==> config.mk <==
export PLATFORM = sky130hd
export DESIGN_NAME = hex_display_ctrl
export DESIGN_NICKNAME = d
export VERILOG_FILES = /design/src/rtl/hex_display_ctrl.sv
export SDC_FILE = /design/constraint.sdc
export NUM_CORES = 1
export LEC_CHECK = 0
export ABC_AREA = 1
export CORE_MARGIN = 2
export CORE_UTILIZATION = 56
export CTS_CLUSTER_SIZE = 28
export DETAILED_ROUTE_END_ITERATION = 10
export HOLD_SLACK_MARGIN = 0.12
export PLACE_DENSITY = 0.83
export SYNTH_ARGS = -nofsm -noshare
export SYNTH_HDL_FRONTEND = slang
export SYNTH_SLANG_ARGS = --single-unit
==> constraint.sdc <==
create_clock -name CLK -period 4.7 [get_ports CLK]
set_clock_uncertainty 0.15 [all_clocks]
set_input_delay 0.94 -clock CLK [delete_from_list [all_inputs] [get_ports CLK]]
set_output_delay 0.94 -clock CLK [all_outputs]
set_load 0.1 [all_outputs]
==> src/rtl/hex_display_ctrl.sv <==
// rtl/hex_display_ctrl.sv - registered seven-segment driver with capture, blanking and blink
// Optional leading-zero blanking is enabled by defining HEXDISP_LZB_EN.
module hex_display_ctrl #(
    parameter int NDIGITS   = 8,
    parameter int BLINK_DIV = 25000000
) (
    input  logic                   CLK,
    input  logic                   nRST,
    input  logic [4*NDIGITS-1:0]   data_i,
    input  logic                   load_i,
    input  logic                   en_i,
    input  logic                   blink_i,
    output logic [7*NDIGITS-1:0]   seg_o,
    output logic                   phase_o
);

    localparam int CW = (BLINK_DIV > 1) ? $clog2(BLINK_DIV) : 1;
    localparam logic [CW-1:0] CNT_MAX = CW'(BLINK_DIV - 1);

    logic [4*NDIGITS-1:0] val_q;
    logic [CW-1:0]        cnt_q;
    logic                 phase_q;
    logic [7*NDIGITS-1:0] seg_q;
    logic [7*NDIGITS-1:0] seg_d;

    function automatic logic [6:0] dec(input logic [3:0] n);
        logic [6:0] s;
        case (n)
            4'h0: s = 7'h40;
            4'h1: s = 7'h79;
            4'h2: s = 7'h24;
            4'h3: s = 7'h30;
            4'h4: s = 7'h19;
            4'h5: s = 7'h12;
            4'h6: s = 7'h02;
            4'h7: s = 7'h78;
            4'h8: s = 7'h00;
            4'h9: s = 7'h10;
            4'hA: s = 7'h08;
            4'hB: s = 7'h03;
            4'hC: s = 7'h27;
            4'hD: s = 7'h21;
            4'hE: s = 7'h06;
            default: s = 7'h0E;
        endcase
        return s;
    endfunction

    always_comb begin
        logic show;
        logic nz_above;
        seg_d    = '1;
        show     = en_i && (phase_q || !blink_i);
        nz_above = 1'b0;
        for (int k = 0; k < NDIGITS; k++) begin
            if (show) begin
                seg_d[7*k +: 7] = dec(val_q[4*k +: 4]);
            end
        end
`ifdef HEXDISP_LZB_EN
        // Walk down from the top digit; blank until the first nonzero nibble, never digit 0.
        for (int k = NDIGITS - 1; k > 0; k--) begin
            nz_above = nz_above | (|val_q[4*k +: 4]);
            if (!nz_above) begin
                seg_d[7*k +: 7] = 7'h7F;
            end
        end
`else
        nz_above = 1'b1;
`endif
    end

    always_ff @(posedge CLK or negedge nRST) begin
        if (!nRST) begin
            val_q   <= '0;
            cnt_q   <= '0;
            phase_q <= 1'b1;
            seg_q   <= '1;
        end else begin
            if (load_i) begin
                val_q <= data_i;
            end
            if (!blink_i) begin
                cnt_q   <= '0;
                phase_q <= 1'b1;
            end else if (cnt_q == CNT_MAX) begin
                cnt_q   <= '0;
                phase_q <= ~phase_q;
            end else begin
                cnt_q <= cnt_q + CW'(1);
            end
            seg_q <= seg_d;
        end
    end

    assign seg_o   = seg_q;
    assign phase_o = phase_q;

endmodule

==> run_results.csv <==
group,metric,value,unit
flow_run,maxCapViolations,0,
logic_synthesis,synth-compound-area-share,0.1275,
logic_synthesis,postSynth.asyncResetShare,1.000,
cts,cts_root_buf,"clkbuf_8",
worst_setup_path,critPathMaxFanout,4,
power_and_ir_drop,p_leak,3.207,nW
sta,slew_viol_final,0,
layout,diodes,0,
cts,cts.sinks,114,
sta,setup_viol,0,
floorplanning,rows,37,
floorplanning,pin_count,94,
power_and_ir_drop,powerDensity,420.2,nW/µm²
routing,avgRoutedWirePerCell,14.67,µm
worst_setup_path,r2r-end,"phase_o",
logic_synthesis,synth-simple-area-share,0.2024,
logic_synthesis,yosysUniqueCellTypes,31,
floorplanning,core,10420,µm²
power_and_ir_drop,intPower,2.063,mW
sta,maxSlewHeadroom,0.3338,
run_status,status,"finished clean",
worst_setup_path,worstPathRequired,3.61,ns
cts,clk_latency,0.52,ns
sta,rsz0062_at_grt,"false",
routing,drc,0,
logic_synthesis,synth-edff-count,0,
routing,vias_per_cell,5.468,
placement,gp_congestion,0.8884,
logic_synthesis,synth_most_common_cell,"nand2_1",
layout,nNetsFinal,848,
power_and_ir_drop,p_sw,1.119,mW
floorplanning,initial_utilization,0.5811,
cts,htree_levels,4,
logic_synthesis,synth_ff_type,"dfstp_2",
layout,post-route-util,0.7271,
worst_setup_path,cp-end-kind,"primary output",
global_route,grt_max_degree,65,
sta,setup_tns,0,ns
floorplanning,dieArea,11660,µm²
global_route,antenna_found_initial,0,
logic_synthesis,synth_top_area_frac,0.2474,
logic_synthesis,synth-seq-cells,114,
placement,port_buffers,93,
worst_setup_path,r2r_slack,2.60,ns
worst_setup_path,r2r_start,"cnt_q[0]",
routing,routed_wl,13360,µm
logic_synthesis,yosysTopAreaCell,"dfstp_2",
global_route,grt.overflow.total,0,
logic_synthesis,synth_xor_area_frac,0.02026,
cts,cts_resized,0,
power_and_ir_drop,combPwrFrac,0.256,
power_and_ir_drop,seqPwrFrac,0.369,
routing,dr.pass1.iters,5,
worst_setup_path,reg2reg_depth,7,
worst_setup_path,cp-start-kind,"flip-flop",
logic_synthesis,synthCells,676,
routing,ant_nets,0,
cts,holdBufCountCts,0,
global_route,grt_pass1_vias,4805,
worst_setup_path,cpLargestDelayFamily,"buffers and inverters",
layout,multi_input_area,2733,µm²
cts,cts_tree,"done",
power_and_ir_drop,clock_power_share,0.376,
cts,postCtsSetupRepairBufs,0,
sta,finalCriticalPeriod,3.346,ns
layout,drive_above_1_share,0.1600,
routing,drtIter0Drc,283,
layout,syn2layout_area_growth,25.11,%
logic_synthesis,synth.cell_area,6053,µm²
worst_setup_path,slowest_stage,"clkdlybuf4s50_1",
routing,vias,4981,
logic_synthesis,synth_top_family_by_area,"simple AND/OR/NAND/NOR gates",
global_route,grtUsageTotal,0.2433,
hold_path,min_path_type,"in2async",
logic_synthesis,yosys_warnings,0,
sta,min_period_over_period,0.7118,
worst_setup_path,path_cells,"clkdlybuf4s50_1",
worst_setup_path,cp_slowest_stage_delay,1.15,ns
logic_synthesis,synth_area_leaders,"dfstp_2 25%, dfrtp_1 24%, ha_1 10%",
placement,hpwlAfterDp,9249,µm
logic_synthesis,avgSynthCellArea,8.955,µm²
cts,cts.clk_slew.worst_paths,0.05,ns
sta,worstMarginPinSlew,0.9962,ns
power_and_ir_drop,peakVddDrop,299.4,µV
cts,cts_max_path_buffers,2,
logic_synthesis,seq_area_frac_synth,0.4831,
floorplanning,die_x,108.0,µm
global_route,grt_pass1_wl,21910,µm
layout,register_area,2924,µm²
cts,cts_buffers,17,
floorplanning,die_h,108.0,µm
logic_synthesis,synth_nets,762,
logic_synthesis,synth_mux_area_frac,0,
power_and_ir_drop,p_sw_frac,0.3517,
sta,hold_viol,0,
worst_setup_path,crit_arrival,2.26,ns
sta,fmax,0.2989,GHz
logic_synthesis,ys_top_cells_by_count,"139 x nand2_1, 64 x inv_1, 57 x dfrtp_1, 57 x dfstp_2, 56 x o21ai_0",
worst_setup_path,worstSetupPathType,"reg2out",
layout,nFillCells,756,
logic_synthesis,synthAdderAreaFrac,0.1013,
worst_setup_path,path_buf_inv,1,
-- area by class of cell --
class | instances | share of cell area
clock inverters | 11 | 0.01503
repair buffers | 95 | 0.1239
well taps | 136 | 0.02247
clock buffers | 21 | 0.05799
multi-input cells | 466 | 0.3608
flip-flops and latches | 114 | 0.3861
inverters | 68 | 0.03370
-- flip-flops by register name (all words and copies together), names as in the netlist --
signal and count:
cnt_q 25, phase_o 1, seg_o 56, val_q 32
-- logic make-up after synthesis --
group | count (synthesis)
AO/OA/AOI/OAI | 124
XOR/XNOR | 14
adder cells (fa/ha/maj) | 49
buffers and inverters | 96
flip-flops | 114
AND/OR/NAND/NOR | 279
-- metal layers --
metal,GRT usage,wire length (µm),vias to the layer above
li1,-,-,2390
met4,0.08608,253,0
met3,0.07414,834,24
met5,0,0,-
met1,0.3012,5535,2384
met2,0.4052,6739,183
-- worst register-to-register path: stages (launching register included) --
cell and delay, ns:
dfrtp_1 0.41, ha_1 0.22, nand2_2 0.10, nor2_4 0.21, nand3_2 0.10, o21ai_2 0.61
nand2_1 0.12, nand2_1 0.11
-- power groups by stage --
stage          sequential, mW  combinational, mW  clock, mW
2_1_floorplan            1.57              0.218          0
3_3_place_gp             1.18              0.794          0
3_5_place_dp             1.18              0.810          0
4_1_cts                  1.17              0.814       1.22
5_1_grt                  1.18              0.863       1.27
6_report                 1.17              0.814       1.20
-- how the worst max path moves through the flow --
stage / slack, ns / from / endpoint / depth (start not counted)
finish: 1.35 / phase_o / phase_o / 1
global route: 1.30 / phase_o / phase_o / 1
CTS: 1.32 / phase_o / phase_o / 1
detailed placement: 1.74 / blink_i / seg_o[25] / 5
global placement: 1.86 / blink_i / seg_o[16] / 5
floorplan: 2.74 / phase_o / phase_o / 0
-- cells in the final DEF, fill, tap and decap left out, types with 5 or more instances in the layout --
cell / n
a31oi_1: 8
clkinv_2: 6
a21oi_1: 15
nand2_1: 139
o211ai_1: 20
nand2_2: 5
o21ai_0: 56
nor3_1: 11
clkdlybuf4s50_1: 91
xnor2_1: 6
nor2_2: 18
dfrtp_1: 57
clkbuf_16: 16
nand3_1: 41
o21a_1: 7
dfstp_2: 57
o311ai_0: 15
nor2_1: 55
xor2_1: 8
ha_1: 49
inv_1: 64
-- stage by stage --
step | area (µm²) | setup WS, ns | cells | hold WS [ns] | power, mW
after floorplan | 6053 | 2.739 | 676 | 0.3096 | 1.792
after global placement | 7020 | 1.864 | 879 | 0.3295 | 1.975
after detailed placement | 7020 | 1.743 | 879 | 0.3357 | 1.994
after CTS | 7574 | 1.324 | 911 | 0.3319 | 3.207
after global routing | 7574 | 1.298 | 911 | 0.3537 | 3.312
final | 7574 | 1.354 | 911 | 0.3063 | 3.182
Power figures use the tool's default switching activity.
